`src/rtl/dual_issue_decoder_if.sv`:
```
// rtl/dual_issue_decoder_if.sv - fetch-side and register-read-side handshake bundle of the dual-issue decoder
`timescale 1ns/1ps

interface dual_issue_decoder_if #(
    parameter int IW = 32
);
    logic          in_valid;
    logic          in_ready;
    logic [IW-1:0] in_ir0;
    logic [IW-1:0] in_ir1;
    logic [IW-1:0] in_pc;

    logic          out_valid0;
    logic          out_valid1;
    logic          out_ready;
    logic [2:0]    out_type0;
    logic [2:0]    out_type1;
    logic [IW-1:0] out_ir0;
    logic [IW-1:0] out_ir1;
    logic [IW-1:0] out_pc0;
    logic [IW-1:0] out_pc1;
    logic [4:0]    out_rs0;
    logic [4:0]    out_rs1;
    logic [4:0]    out_rt0;
    logic [4:0]    out_rt1;
    logic [4:0]    out_rd0;
    logic [4:0]    out_rd1;
    logic          out_we0;
    logic          out_we1;
    logic [IW-1:0] out_imm0;
    logic [IW-1:0] out_imm1;
    logic          out_illegal0;
    logic          out_illegal1;

    modport master (
        output in_valid, in_ir0, in_ir1, in_pc, out_ready,
        input  in_ready,
        input  out_valid0, out_valid1, out_type0, out_type1,
        input  out_ir0, out_ir1, out_pc0, out_pc1,
        input  out_rs0, out_rs1, out_rt0, out_rt1, out_rd0, out_rd1,
        input  out_we0, out_we1, out_imm0, out_imm1, out_illegal0, out_illegal1
    );

    modport slave (
        input  in_valid, in_ir0, in_ir1, in_pc, out_ready,
        output in_ready,
        output out_valid0, out_valid1, out_type0, out_type1,
        output out_ir0, out_ir1, out_pc0, out_pc1,
        output out_rs0, out_rs1, out_rt0, out_rt1, out_rd0, out_rd1,
        output out_we0, out_we1, out_imm0, out_imm1, out_illegal0, out_illegal1
    );
endinterface

```
`src/rtl/dual_issue_decoder.sv`:
```
// rtl/dual_issue_decoder.sv - 2-way decode/issue stage; lane pairing enabled by DUAL_ISSUE_EN
`timescale 1ns/1ps

module dual_issue_decoder (
    input  logic                 clk,
    input  logic                 rst,
    input  logic                 flush,
    dual_issue_decoder_if.slave  bus
);

    typedef enum logic {
        S_PAIR = 1'b0,
        S_HOLD = 1'b1
    } state_e;

    localparam logic [2:0] T_RR     = 3'b000;
    localparam logic [2:0] T_RI     = 3'b001;
    localparam logic [2:0] T_LOAD   = 3'b010;
    localparam logic [2:0] T_STORE  = 3'b011;
    localparam logic [2:0] T_BRANCH = 3'b100;
    localparam logic [2:0] T_JUMP   = 3'b101;
    localparam logic [2:0] T_NOP    = 3'b111;

    typedef struct packed {
        logic [2:0]  op_type;
        logic [31:0] ir;
        logic [31:0] pc;
        logic [31:0] imm;
        logic [4:0]  rs;
        logic [4:0]  rt;
        logic [4:0]  rd;
        logic        we;
        logic        illegal;
    } lane_t;

    localparam lane_t LANE_RST = '{op_type: T_NOP, ir: 32'd0, pc: 32'd0, imm: 32'd0,
                                   rs: 5'd0, rt: 5'd0, rd: 5'd0, we: 1'b0, illegal: 1'b0};

    // rd stays 0 for non-writing classes, so a non-zero rd alone implies a real write.
    function automatic lane_t decode(input logic [31:0] ir, input logic [31:0] pc);
        lane_t l;
        l.ir      = ir;
        l.pc      = pc;
        l.rs      = ir[25:21];
        l.rt      = ir[20:16];
        l.imm     = {{16{ir[15]}}, ir[15:0]};
        l.rd      = 5'd0;
        l.illegal = 1'b0;
        l.op_type = T_NOP;
        case (ir[31:26]) inside
            [6'd0:6'd7]: begin
                l.op_type = T_RR;
                l.rd      = ir[15:11];
            end
            [6'd8:6'd12]: begin
                l.op_type = T_RI;
                l.rd      = ir[20:16];
            end
            6'd16: begin
                l.op_type = T_LOAD;
                l.rd      = ir[20:16];
            end
            6'd17:         l.op_type = T_STORE;
            [6'd24:6'd27]: l.op_type = T_BRANCH;
            6'd32:         l.op_type = T_JUMP;
            6'd63:         l.op_type = T_NOP;
            default: begin
                l.op_type = T_NOP;
                l.illegal = 1'b1;
            end
        endcase
        l.we = (l.rd != 5'd0);
        return l;
    endfunction

    state_e      state_q, state_d;
    logic        out_valid0_q, out_valid0_d;
    lane_t       lane0_q, lane0_d;
    logic [31:0] held_ir_q, held_ir_d;
    logic [31:0] held_pc_q, held_pc_d;

    logic  in_ready_w;
    logic  advance;
    logic  accept;
    lane_t slot0;
    lane_t held_lane;

    // Decision is registered-state only, so in_valid never reaches in_ready.
    assign in_ready_w = (state_q == S_PAIR) & ~flush & ~rst & (~out_valid0_q | bus.out_ready);
    assign advance    = ~out_valid0_q | bus.out_ready;
    assign accept     = bus.in_valid & in_ready_w;
    assign slot0      = decode(bus.in_ir0, bus.in_pc);
    assign held_lane  = decode(held_ir_q, held_pc_q);

`ifdef DUAL_ISSUE_EN
    logic  out_valid1_q, out_valid1_d;
    lane_t lane1_q, lane1_d;
    lane_t slot1;
    logic  mem0, mem1;
    logic  split;

    assign slot1 = decode(bus.in_ir1, bus.in_pc + 32'd4);
    assign mem0  = (slot0.op_type == T_LOAD) | (slot0.op_type == T_STORE);
    assign mem1  = (slot1.op_type == T_LOAD) | (slot1.op_type == T_STORE);
    assign split = (slot0.we & ((slot1.rs == slot0.rd) | (slot1.rt == slot0.rd)))
                 | (slot0.we & slot1.we & (slot0.rd == slot1.rd))
                 | (mem0 & mem1)
                 | (slot0.op_type == T_BRANCH) | (slot0.op_type == T_JUMP);
`endif

    always_comb begin
        state_d      = state_q;
        out_valid0_d = out_valid0_q;
        lane0_d      = lane0_q;
        held_ir_d    = held_ir_q;
        held_pc_d    = held_pc_q;
`ifdef DUAL_ISSUE_EN
        out_valid1_d = out_valid1_q;
        lane1_d      = lane1_q;
`endif
        if (flush) begin
            out_valid0_d = 1'b0;
`ifdef DUAL_ISSUE_EN
            out_valid1_d = 1'b0;
`endif
            state_d      = S_PAIR;
        end else if (advance) begin
            case (state_q)
                S_PAIR: begin
                    if (accept) begin
                        out_valid0_d = 1'b1;
                        lane0_d      = slot0;
`ifdef DUAL_ISSUE_EN
                        if (split) begin
                            out_valid1_d = 1'b0;
                            lane1_d      = LANE_RST;
                            held_ir_d    = bus.in_ir1;
                            held_pc_d    = bus.in_pc + 32'd4;
                            state_d      = S_HOLD;
                        end else begin
                            out_valid1_d = 1'b1;
                            lane1_d      = slot1;
                        end
`else
                        held_ir_d    = bus.in_ir1;
                        held_pc_d    = bus.in_pc + 32'd4;
                        state_d      = S_HOLD;
`endif
                    end else begin
                        out_valid0_d = 1'b0;
`ifdef DUAL_ISSUE_EN
                        out_valid1_d = 1'b0;
`endif
                    end
                end
                S_HOLD: begin
                    // Younger slot of a split pair always goes out alone on lane 0.
                    out_valid0_d = 1'b1;
                    lane0_d      = held_lane;
`ifdef DUAL_ISSUE_EN
                    out_valid1_d = 1'b0;
                    lane1_d      = LANE_RST;
`endif
                    state_d      = S_PAIR;
                end
                default: state_d = S_PAIR;
            endcase
        end
    end

    always_ff @(posedge clk) begin
        if (rst) begin
            state_q      <= S_PAIR;
            out_valid0_q <= 1'b0;
            lane0_q      <= LANE_RST;
            held_ir_q    <= 32'd0;
            held_pc_q    <= 32'd0;
        end else begin
            state_q      <= state_d;
            out_valid0_q <= out_valid0_d;
            lane0_q      <= lane0_d;
            held_ir_q    <= held_ir_d;
            held_pc_q    <= held_pc_d;
        end
    end

`ifdef DUAL_ISSUE_EN
    always_ff @(posedge clk) begin
        if (rst) begin
            out_valid1_q <= 1'b0;
            lane1_q      <= LANE_RST;
        end else begin
            out_valid1_q <= out_valid1_d;
            lane1_q      <= lane1_d;
        end
    end

    assign bus.out_valid1   = out_valid1_q;
    assign bus.out_type1    = lane1_q.op_type;
    assign bus.out_ir1      = lane1_q.ir;
    assign bus.out_pc1      = lane1_q.pc;
    assign bus.out_rs1      = lane1_q.rs;
    assign bus.out_rt1      = lane1_q.rt;
    assign bus.out_rd1      = lane1_q.rd;
    assign bus.out_we1      = lane1_q.we;
    assign bus.out_imm1     = lane1_q.imm;
    assign bus.out_illegal1 = lane1_q.illegal;
`else
    assign bus.out_valid1   = 1'b0;
    assign bus.out_type1    = LANE_RST.op_type;
    assign bus.out_ir1      = LANE_RST.ir;
    assign bus.out_pc1      = LANE_RST.pc;
    assign bus.out_rs1      = LANE_RST.rs;
    assign bus.out_rt1      = LANE_RST.rt;
    assign bus.out_rd1      = LANE_RST.rd;
    assign bus.out_we1      = LANE_RST.we;
    assign bus.out_imm1     = LANE_RST.imm;
    assign bus.out_illegal1 = LANE_RST.illegal;
`endif

    assign bus.in_ready     = in_ready_w;
    assign bus.out_valid0   = out_valid0_q;
    assign bus.out_type0    = lane0_q.op_type;
    assign bus.out_ir0      = lane0_q.ir;
    assign bus.out_pc0      = lane0_q.pc;
    assign bus.out_rs0      = lane0_q.rs;
    assign bus.out_rt0      = lane0_q.rt;
    assign bus.out_rd0      = lane0_q.rd;
    assign bus.out_we0      = lane0_q.we;
    assign bus.out_imm0     = lane0_q.imm;
    assign bus.out_illegal0 = lane0_q.illegal;

endmodule

```
`src/flat_wrapper.sv`:
```
// flat-port wrapper written by rule: the top's interface ports become plain ports
module dual_issue_decoder_flat 
  (clk, rst, flush, bus_in_valid, bus_in_ir0, bus_in_ir1, bus_in_pc, bus_out_ready, bus_in_ready, bus_out_valid0, bus_out_valid1, bus_out_type0, bus_out_type1, bus_out_ir0, bus_out_ir1, bus_out_pc0, bus_out_pc1, bus_out_rs0, bus_out_rs1, bus_out_rt0, bus_out_rt1, bus_out_rd0, bus_out_rd1, bus_out_we0, bus_out_we1, bus_out_imm0, bus_out_imm1, bus_out_illegal0, bus_out_illegal1);
  dual_issue_decoder_if bus_i ();
  input  logic clk;
  input  logic rst;
  input  logic flush;
  input wire logic [$bits(bus_i.in_valid)-1:0] bus_in_valid;
  input wire logic [$bits(bus_i.in_ir0)-1:0] bus_in_ir0;
  input wire logic [$bits(bus_i.in_ir1)-1:0] bus_in_ir1;
  input wire logic [$bits(bus_i.in_pc)-1:0] bus_in_pc;
  input wire logic [$bits(bus_i.out_ready)-1:0] bus_out_ready;
  output wire logic [$bits(bus_i.in_ready)-1:0] bus_in_ready;
  output wire logic [$bits(bus_i.out_valid0)-1:0] bus_out_valid0;
  output wire logic [$bits(bus_i.out_valid1)-1:0] bus_out_valid1;
  output wire logic [$bits(bus_i.out_type0)-1:0] bus_out_type0;
  output wire logic [$bits(bus_i.out_type1)-1:0] bus_out_type1;
  output wire logic [$bits(bus_i.out_ir0)-1:0] bus_out_ir0;
  output wire logic [$bits(bus_i.out_ir1)-1:0] bus_out_ir1;
  output wire logic [$bits(bus_i.out_pc0)-1:0] bus_out_pc0;
  output wire logic [$bits(bus_i.out_pc1)-1:0] bus_out_pc1;
  output wire logic [$bits(bus_i.out_rs0)-1:0] bus_out_rs0;
  output wire logic [$bits(bus_i.out_rs1)-1:0] bus_out_rs1;
  output wire logic [$bits(bus_i.out_rt0)-1:0] bus_out_rt0;
  output wire logic [$bits(bus_i.out_rt1)-1:0] bus_out_rt1;
  output wire logic [$bits(bus_i.out_rd0)-1:0] bus_out_rd0;
  output wire logic [$bits(bus_i.out_rd1)-1:0] bus_out_rd1;
  output wire logic [$bits(bus_i.out_we0)-1:0] bus_out_we0;
  output wire logic [$bits(bus_i.out_we1)-1:0] bus_out_we1;
  output wire logic [$bits(bus_i.out_imm0)-1:0] bus_out_imm0;
  output wire logic [$bits(bus_i.out_imm1)-1:0] bus_out_imm1;
  output wire logic [$bits(bus_i.out_illegal0)-1:0] bus_out_illegal0;
  output wire logic [$bits(bus_i.out_illegal1)-1:0] bus_out_illegal1;
  assign bus_i.in_valid = bus_in_valid;
  assign bus_i.in_ir0 = bus_in_ir0;
  assign bus_i.in_ir1 = bus_in_ir1;
  assign bus_i.in_pc = bus_in_pc;
  assign bus_i.out_ready = bus_out_ready;
  assign bus_in_ready = bus_i.in_ready;
  assign bus_out_valid0 = bus_i.out_valid0;
  assign bus_out_valid1 = bus_i.out_valid1;
  assign bus_out_type0 = bus_i.out_type0;
  assign bus_out_type1 = bus_i.out_type1;
  assign bus_out_ir0 = bus_i.out_ir0;
  assign bus_out_ir1 = bus_i.out_ir1;
  assign bus_out_pc0 = bus_i.out_pc0;
  assign bus_out_pc1 = bus_i.out_pc1;
  assign bus_out_rs0 = bus_i.out_rs0;
  assign bus_out_rs1 = bus_i.out_rs1;
  assign bus_out_rt0 = bus_i.out_rt0;
  assign bus_out_rt1 = bus_i.out_rt1;
  assign bus_out_rd0 = bus_i.out_rd0;
  assign bus_out_rd1 = bus_i.out_rd1;
  assign bus_out_we0 = bus_i.out_we0;
  assign bus_out_we1 = bus_i.out_we1;
  assign bus_out_imm0 = bus_i.out_imm0;
  assign bus_out_imm1 = bus_i.out_imm1;
  assign bus_out_illegal0 = bus_i.out_illegal0;
  assign bus_out_illegal1 = bus_i.out_illegal1;
  dual_issue_decoder u_core (.clk(clk), .rst(rst), .flush(flush), .bus(bus_i));
endmodule
```
`config.mk`:
```
export PLATFORM = sky130hd
export DESIGN_NAME = dual_issue_decoder_flat
export DESIGN_NICKNAME = d
export VERILOG_FILES = /design/src/rtl/dual_issue_decoder_if.sv /design/src/rtl/dual_issue_decoder.sv /design/src/flat_wrapper.sv
export SDC_FILE = /design/constraint.sdc
export NUM_CORES = 1
export LEC_CHECK = 0
export CORE_MARGIN = 2
export CORE_UTILIZATION = 46
export CTS_CLUSTER_SIZE = 28
export DETAILED_ROUTE_END_ITERATION = 10
export PLACE_DENSITY_LB_ADDON = 0.12
export SLEW_MARGIN = 5
export SYNTH_ARGS = -nofsm -noshare
export SYNTH_HDL_FRONTEND = slang
export SYNTH_SLANG_ARGS = --single-unit
```
`constraint.sdc`:
```
create_clock -name clk -period 3.2 [get_ports clk]
set_input_delay 0.8 -clock clk [delete_from_list [all_inputs] [get_ports clk]]
set_output_delay 0.8 -clock clk [all_outputs]
set_load 0.02 [all_outputs]
```
Yosys cells after proc, flatten, opt, wreduce, memory -nomap -nowiden
Index checks and enable logic that the tools add are counted.

Register bits after elaboration: 182. Logic and storage cells: 92. Output and inout bits: 235.

Order comparisons: 12. Multiplexer cells: 37. Bitwise gates (word level): 9. $add $sub $neg: 1. Equal/unequal tests: 9. Reduce and logical (&&, ||, !) cells: 11.

Operator list (number): $pmux W116 S2 (1); $mux W116 (1); $add A32 B3 Y32 const B (1); $mux W5 (6); $mux W3 (9); $eq A6 B5 Y1 const B (4); $eq A6 B6 Y1 const B (4); $mux W1 (15); $ge A6 B1 Y1 const B (2); $ge A6 B4 Y1 const B (2); $ge A6 B5 Y1 const B (2); $le A6 B3 Y1 const B (2); $le A6 B4 Y1 const B (2); $le A6 B5 Y1 const B (2); $reduce_bool A5 Y1 (2); $logic_and A1 B1 Y1 (6); $mux W2 (3); $and A1 B1 Y1 (4); $not A1 Y1 (4); $pmux W1 S2 (2); $reduce_and A4 Y1 (1); $reduce_and A3 Y1 (1); $ne A2 B1 Y1 const B (1); $reduce_or A2 Y1 (1); $or A1 B1 Y1 (1).

Logic depth before layout (Yosys ltp)
Gate-level depths: netlist of run 1.

Depth after elaboration: 10. Depth in mapped cells: 7.

Worst setup path before layout of run 1
Ideal clock, no wire load.

Path kind: input-to-reg. From: input port rst. To: register u_core.held_pc_q[5]. Slack: 1.043 ns. Data arrival time: 2.071 ns. Cell stages on the path: 7. Cells stage by stage: buf_2 nor4_4 and2_1 buf_2 buf_4 nor2_1 a211oi_1.

Word-level cells in the longest chain between the ends: 5.

Ends and longest elaborated chain: from (decl) (line flat_wrapper.sv:6) `input logic rst;`; $not A1 Y1 (line dual_issue_decoder.sv:89) `assign in_ready_w = (state_q == S_PAIR) & ~flush & ~rst & (~out_valid0_q | bus.out_ready);`; $and A1 B1 Y1 (2 in a row) (line dual_issue_decoder.sv:89); named net bus_in_ready (line flat_wrapper.sv:13) `output wire logic [$bits(bus_i.in_ready)-1:0] bus_in_ready;`; $and A1 B1 Y1 (line dual_issue_decoder.sv:91) `assign accept = bus.in_valid & in_ready_w;`; $reduce_and A4 Y1 (no source line); to (signal assigned) (line dual_issue_decoder.sv:183) `held_pc_q <= held_pc_d;`; to (decl) (line dual_issue_decoder.sv:80) `logic [31:0] held_pc_q, held_pc_d;`.

The timed path passes the listed nets, and every way through them passes these cells. A chain may end at the register's enable or synchronous reset.

Final worst setup path of run 1
From: input port flush. To: output port bus_in_ready.

Word-level cells in the longest chain between the ends: 4.

Ends and longest elaborated chain: from (decl) (line flat_wrapper.sv:7) `input logic flush;`; $not A1 Y1 (no source line); $and A1 B1 Y1 (3 in a row) (line dual_issue_decoder.sv:89); to (decl) (line flat_wrapper.sv:13).

No other way between the ends.

==> Flow_metrics.wiki, run 1 <==
{| class="wikitable"
! Metric !! Value
|-
| Worst supply voltage drop on vdd || 0.000375 V
|-
| First-pass GRT wire length || 29,500 um
|-
| CTS hold repair buffers || 0
|-
| Critical path capture point type || output pin
|-
| Number of antenna cells inserted || 0
|-
| First-pass detailed-route iteration total || 5
|-
| Cell Pwr Density || 491 mW/mm2
|-
| Data required, critical path || between 2000 and 2500 ps
|-
| Post-synthesis cell area || 0.00769 mm2
|-
| Worst Tran Pin Value || between 900 and 1000 ps
|-
| Critical path's slowest cell || clkdlybuf4s50_1
|-
| Avg WL per Cell || between 10 and 15 um
|-
| Type of the worst setup path || input port to output pin
|-
| Cts bufs inserted || 17
|-
| Sw Pwr || 1.34 mW
|-
| Post-route clock skew || 8.03 ps
|-
| Number of clock sinks || 140
|-
| Share of post-route cells with drive strength above 1 || 6.00%
|-
| Clock Latency Late Sink || 410 ps
|-
| Flop pwr share || 39.7%
|-
| Maximum number of pins on one net before global-route repair || a little under 100
|-
| Worst Hold Slack || approximately 450 ps
|-
| Top cell family by delay on the critical path || buffers and inverters
|-
| Launch point of the worst reg-to-reg path || u_core.state_q$_SDFFE_PP0P_
|-
| FMAX || 328 MHz
|-
| Final Max Tran Viols || 0
|-
| Arrival time at the worst endpoint || 2250 ps
|-
| Number of enable flip-flop cells after synthesis || 0
|-
| Unrepaired setup endpoints after global routing || no
|-
| Logic pwr share || between 20% and 30%
|-
| Count of standard-cell rows || 47
|-
| Buffer and inverter count on the worst path || 2
|-
| Share of async-settable or async-resettable flops after synthesis || 0%
|-
| Final setup violation count || 0
|-
| Leading register cell type out of synthesis || dfxtp_1
|-
| Boundary pin count || approximately 340
|-
| Maximum count of clock buffers along a single path || 2
|-
| Maximum single-stage delay on the critical path || 650 ps
|-
| Initial standard-cell utilization of the core || 46.7%
|-
| Endpoint of the worst register-to-register path || u_core.bus.out_type0[2]$_SDFFE_PP1P_
|-
| Clock transition at the registers of the reported paths || 60 ps
|-
| Global routing usage summed across all routing layers || approximately a fifth
|-
| Internal Power || 3.48 mW
|-
| Net total in the final layout || 1,157
|-
| Worst Setup Start Kind || input port
|-
| DRT Wirelength || 19,000 um
|-
| Register-to-Register Path Depth || 6
|-
| Hold Startpoint || u_core.held_ir_q[8]$_SDFFE_PP0P_
|-
| Die H || 133 um
|-
| Via-per-instance ratio || 4.92
|-
| Antenna violations before repair || 0
|-
| Die boundary width || 133 um
|-
| # H-tree levels || 4
|-
| Post-CTS setup-driven buffer insertion count || 0
|-
| Via count of the first global-routing pass || ~5,500
|-
| Shortest period the worst path allows || roughly 3000 ps
|-
| Setup TNS || 0 ps
|-
| Relative slew slack || 36.3%
|-
| Cell occurring most often along the worst timing path || clkdlybuf4s50_1
|-
| Global route overflow || 0
|-
| Count of max-cap constraint violations || 0
|-
| Max Fanout on Critical Path || 2
|-
| Path type of the worst min-delay path || register to register
|-
| Synthesized instance count || 907
|-
| Clk root buf || clkbuf_16
|-
| Vias || ~6,300
|-
| Area of the core || 0.0165 mm2
|-
| Mean cell area of the mapped netlist || 8.48 um2
|-
| Count of unique library cells instantiated by Yosys || between 40 and 50
|-
| Post-DP HPWL || 13,400 um
|-
| Clock share of power || 40.3%
|-
| Number of nets with antenna violations after routing || 0
|-
| Worst R2R Setup Slack || 1070 ps
|-
| Yosys Warn Count || 0
|-
| Post-layout utilization of the core || 59.6%
|-
| Layout overhead on the synthesized area || 27.6%
|-
| Period utilization || 95.4%
|-
| List of cells traversed by the critical path || clkdlybuf4s50_1, nor4_4, clkdlybuf4s50_1
|-
| Post-cts gate resize count || 0
|-
| Die area || 0.0178 mm2
|-
| Worst min-delay path endpoint || u_core.held_ir_q[8]$_SDFFE_PP0P_
|-
| Setup WS pre-CTS || 128 ps
|-
| Fin worst setup slack || roughly 150 ps
|-
| Number of flip-flops and latches in the synthesized netlist || between 100 and 150
|-
| Power Total || 4.82 mW
|-
| Cells on Worst Hold Path || 2
|-
| Share of synthesized area occupied by flip-flops and latches || 36.4%
|-
| RePlAce Congestion || between 0.8 and 0.9
|-
| Switching power as a share of total power || about 28%
|-
| Violation count after the first detailed-routing iteration || 319
|-
| # DRC || 0
|-
| Static leakage || 3.50 nW
|-
| Number of hold violations in the final report || 0
|-
| Buffers added on ports || 218
|-
| Outcome || completed
|-
| CTS tree || done
|}
-- power by group through the flow --
stage | registers (mW) | clock network, mW | logic (mW)
3_5_place_dp | 1.95 | 0 | 0.964
6_report | 1.91 | 1.94 | 0.964
5_1_grt | 1.93 | 2.05 | 1.04
4_1_cts | 1.91 | 1.97 | 0.967
2_1_floorplan | 2.01 | 0 | 0.642
3_3_place_gp | 1.95 | 0 | 0.959
-- placed cells by master (no fill, tap or decap), types with 21 or more instances in the layout --
cell	instances
xor2_1	21
dfxtp_1	139
nand2_1	89
nor2_1	114
conb_1	117
mux2i_1	64
clkdlybuf4s50_1	217
a21oi_1	48
a211oi_1	86
-- how the worst max path moves through the flow --
| stage | cells past startpoint | to | slack [ps] | startpoint |
|---|---|---|---|---|
| after floorplan | 7 | u_core.held_pc_q[5]$_SDFFE_PP0P_ | 1040 | rst |
| after global placement | 3 | bus_in_ready | 130 | flush |
| after detailed placement | 3 | bus_in_ready | 130 | flush |
| after CTS | 3 | bus_in_ready | 130 | flush |
| after global routing | 3 | bus_in_ready | 100 | flush |
| final | 3 | bus_in_ready | 150 | flush |
-- worst register-to-register path: stages (launching register included) --
cell and delay [ps]:
dfxtp_4 610, inv_1 260, a211oi_4 350, buf_4 450
o31ai_1 150, a21oi_1 150, a211o_1 120
-- sequential cells by signal (all words and copies together) (netlist names), 3 cells and up --
register and count:
u_core.bus.out_rs0 4, u_core.bus.out_ir0 8, u_core.bus.out_pc0 32, u_core.bus.out_rd0 5
u_core.held_ir_q 32, u_core.bus.out_rt0 4, u_core.bus.out_type0 3, u_core.held_pc_q 32
u_core.bus.out_imm0 16
-- layer usage --
metal / global-route usage (%) / share of wire (%) / up-vias
met5: 0 / 0 / -
li1: - / - / 3186
met4: 6.44 / 1.1 / 0
met2: 34.2 / 49 / 213
met3: 4.57 / 5.8 / 11
met1: 27.2 / 44 / 2921
-- kinds of logic after synthesis --
logic type,count (synthesis),share of synthesized area [%]
buffers and inverters,226,19.7
AOI/OAI and AO/OA,178,16.5
and+or+nand+nor,268,15.6
DFF,140,36.4
xor gates and xnor gates,28,3.19
muxes,64,8.33
adders and majority gates,1,0.163
other,2,0.0976
-- through the flow --
| stage | area (um2) | std cells |
|---|---|---|
| CTS | 9820 | 1287 |
| floorplan | 8130 | 1022 |
| finish | 9820 | 1287 |
| detailed placement | 9240 | 1256 |
| global route | 9820 | 1287 |
| global placement | 9240 | 1256 |
-- cells in the mapped netlist, types with 2 or more instances --
master,number,share of area [%]
or4_1,2,0.20
clkbuf_1,22,1.1
nand4_1,12,0.98
nor4_1,6,0.49
a211o_1,2,0.23
buf_4,169,16
conb_1,2,0.098
a211oi_2,9,1.5
and2_1,3,0.24
a21oi_1,48,3.1
nand3_1,17,1.1
and3_1,5,0.41
o211ai_1,2,0.20
nor2_1,114,5.6
buf_2,27,1.8
dfxtp_1,140,36
a211oi_1,86,8.4
nor4_4,2,0.55
mux2i_1,64,8.3
inv_1,7,0.34
nand2_1,89,4.3
o22ai_1,2,0.16
o31ai_1,3,0.29
a2111oi_0,3,0.34
xnor2_1,7,0.80
o21ai_0,7,0.46
a221oi_1,9,1.0
nand4_2,2,0.33
xor2_1,21,2.4
nor3_1,9,0.59
-- layout make-up --
type                       count  area (um2)
fill                        1515        6650
multi-input combinational    656        3820
sequential                   140        2810
timing repair buffer         233        2320
clock buffer                  24         492
tap                          220         275
clock inverter                 7        86.3
inverter                       7        26.3
(Power assumes the default switching activity.)
==> run 2: changes to the inputs <==
--- a/config.mk
+++ b/config.mk
@@ -6,7 +6,7 @@
 export NUM_CORES = 1
 export LEC_CHECK = 0
 export CORE_MARGIN = 2
-export CORE_UTILIZATION = 46
+export CORE_UTILIZATION = 31
 export CTS_CLUSTER_SIZE = 28
 export DETAILED_ROUTE_END_ITERATION = 10
 export PLACE_DENSITY_LB_ADDON = 0.12
==> Flow_metrics.wiki, run 2 (same netlist as run 1, synthesis figures left out) <==
{| class="wikitable"
! Metric !! Value
|-
| Static leakage || 3.52 nW
|-
| Worst setup path endpoint || bus_in_ready
|-
| DRT Wirelength || 21,000 um
|-
| Type of the worst setup path || input port to output pin
|-
| Worst Tran Pin Value || roughly 850 ps
|-
| Maximum count of clock buffers along a single path || 2
|-
| Outcome || completed
|-
| Count of max-cap constraint violations || 0
|-
| Internal Power || 3.57 mW
|-
| Highest-count cells in the layout ignoring fill and taps || clkdlybuf4s50_1, dfxtp_1, conb_1
|-
| Layout overhead on the synthesized area || 30.1%
|-
| Number of clock sinks || 140
|-
| Worst R2R Setup Slack || roughly 1100 ps
|-
| Post-cts gate resize count || 0
|-
| # H-tree levels || 4
|-
| Worst supply voltage drop on vdd || 0.000299 V
|-
| CTS tree || done
|-
| Arrival time at the worst endpoint || 2230 ps
|-
| Worst Setup Start Kind || input port
|-
| Final Max Tran Viols || 0
|-
| Vias || 6,325
|-
| Die H || between 150 and 200 um
|-
| Global route overflow || 0
|-
| Avg WL per Cell || 15.1 um
|-
| Period utilization || about 95%
|-
| Post-CTS setup-driven buffer insertion count || 0
|-
| Via-per-instance ratio || 4.55
|-
| First-pass GRT wire length || 32,400 um
|-
| Boundary pin count || 336
|-
| Register-to-Register Path Depth || 4
|-
| Clk root buf || clkbuf_16
|-
| Antenna violations before repair || 0
|-
| FMAX || 330 MHz
|-
| Clock transition at the registers of the reported paths || 60 ps
|-
| Switching power as a share of total power || 28.7%
|-
| Logic pwr share || 19.5%
|-
| Number of hold violations in the final report || 0
|-
| Relative slew slack || 43.6%
|-
| Setup TNS || 0 ps
|-
| Maximum number of pins on one net before global-route repair || 141
|-
| Via count of the first global-routing pass || 5,734
|-
| Power Total || 5.00 mW
|-
| # DRC || 0
|-
| Launch point of the worst reg-to-reg path || u_core.state_q$_SDFFE_PP0P_
|-
| Critical path's slowest cell || clkdlybuf4s50_1
|-
| Endpoint of the worst register-to-register path || u_core.bus.out_illegal0$_SDFFE_PP0P_
|-
| Cells on Worst Hold Path || 2
|-
| CTS hold repair buffers || 0
|-
| Critical path startpoint || flush
|-
| Area of the core || roughly 0.024 mm2
|-
| Data required, critical path || 2400 ps
|-
| Post-DP HPWL || roughly 15,000 um
|-
| Cts bufs inserted || 17
|-
| Post-route clock skew || 11.3 ps
|-
| Cell Pwr Density || 500 mW/mm2
|-
| Path type of the worst min-delay path || register to register
|-
| Final setup violation count || 0
|-
| Post-placement cell count || roughly 1,400
|-
| Final standard cell count with taps included and fillers excluded || 1,390
|-
| Leading cell type in the layout, fill and taps excluded || clkdlybuf4s50_1
|-
| Shortest period the worst path allows || 3030 ps
|-
| Sw Pwr || 1.44 mW
|-
| List of cells traversed by the critical path || clkdlybuf4s50_1, nor4_4, clkdlybuf4s50_1
|-
| Global routing usage summed across all routing layers || 15.7%
|-
| Count of standard-cell rows || between 50 and 60
|-
| Violation count after the first detailed-routing iteration || 319
|-
| Die boundary width || 162 um
|-
| Unrepaired setup endpoints after global routing || no
|-
| Die area || approximately 0.026 mm2
|-
| Buffer and inverter count on the worst path || 2
|-
| Buffers added on ports || 218
|-
| Cell occurring most often along the worst timing path || clkdlybuf4s50_1
|-
| Critical path capture point type || output pin
|-
| Maximum single-stage delay on the critical path || roughly 660 ps
|-
| Flop pwr share || between 30% and 40%
|-
| Number of nets with antenna violations after routing || 0
|-
| Number of antenna cells inserted || 0
|-
| RePlAce Congestion || approximately 0.75
|-
| Clock share of power || 42.3%
|-
| First-pass detailed-route iteration total || 4
|-
| Initial standard-cell utilization of the core || 31.6%
|-
| WP depth || 3
|-
| Clock Latency Late Sink || ~400 ps
|-
| Top cell family by delay on the critical path || buffers and inverters
|-
| Share of post-route cells with drive strength above 1 || 6.10%
|-
| Max Fanout on Critical Path || 3
|-
| Net total in the final layout || 1,156
|}
==> run 2: routing by layer <==
layer,vias up,wire length [um],track usage (%)
met4,0,150,3.61
met5,-,0,0
met1,2924,10000,21.7
met2,200,9730,24.6
li1,3190,-,-
met3,11,1120,3.93
==> run 2: per-stage QoR <==
step | setup WS (ps) | hold slack [ps] | util (%) | instance area [um2]
after CTS | 170 | 455 | 41.1 | 10000
final | 172 | 452 | 41.1 | 10000
after global placement | 176 | 442 | 38.6 | 9390
after global routing | 134 | 475 | 41.1 | 10000
after floorplan | 1040 | 436 | - | 8130
after detailed placement | 169 | 447 | 38.6 | 9390
==> run 2: how the worst min path moves through the flow <==
| stage | slack (ps) | to | startpoint |
|---|---|---|---|
| final | 450 | u_core.held_ir_q[9]$_SDFFE_PP0P_ | u_core.held_ir_q[9]$_SDFFE_PP0P_ |
| after global routing | 480 | u_core.held_ir_q[8]$_SDFFE_PP0P_ | u_core.held_ir_q[8]$_SDFFE_PP0P_ |
| after CTS | 450 | u_core.held_ir_q[24]$_SDFFE_PP0P_ | u_core.held_ir_q[24]$_SDFFE_PP0P_ |
| after detailed placement | 450 | u_core.held_ir_q[24]$_SDFFE_PP0P_ | u_core.held_ir_q[24]$_SDFFE_PP0P_ |
| after global placement | 440 | u_core.held_pc_q[0]$_SDFFE_PP0P_ | u_core.held_pc_q[0]$_SDFFE_PP0P_ |
| after floorplan | 440 | u_core.held_ir_q[0]$_SDFFE_PP0P_ | u_core.held_ir_q[0]$_SDFFE_PP0P_ |
==> run 2: power by group through the flow <==
stage | combinational, mW | sequential (mW) | clock [mW]
6_report | 0.977 | 1.91 | 2.12
5_1_grt | 1.05 | 1.92 | 2.25
4_1_cts | 0.986 | 1.91 | 2.19
3_5_place_dp | 0.984 | 1.95 | 0
3_3_place_gp | 0.981 | 1.95 | 0
2_1_floorplan | 0.642 | 2.01 | 0
==> run 2: area by class of cell <==
| type | instances | area, um2 |
|---|---|---|
| inverters | 7 | 26.3 |
| flip-flops and latches | 140 | 2810 |
| repair buffers | 232 | 2330 |
| multi-input cells | 656 | 3820 |
| fillers | 2457 | 14300 |
| well taps | 324 | 405 |
| clock inverters | 13 | 189 |
| clock buffers | 18 | 429 |
==> run 2: worst reg2reg max path: cells and delay by family, from the launching register on <==
kind	cells	cell delay, ps
AND/OR/NAND/NOR	1	340
AO/OA/AOI/OAI	2	630
flip-flops	1	410
buffers and inverters	1	660
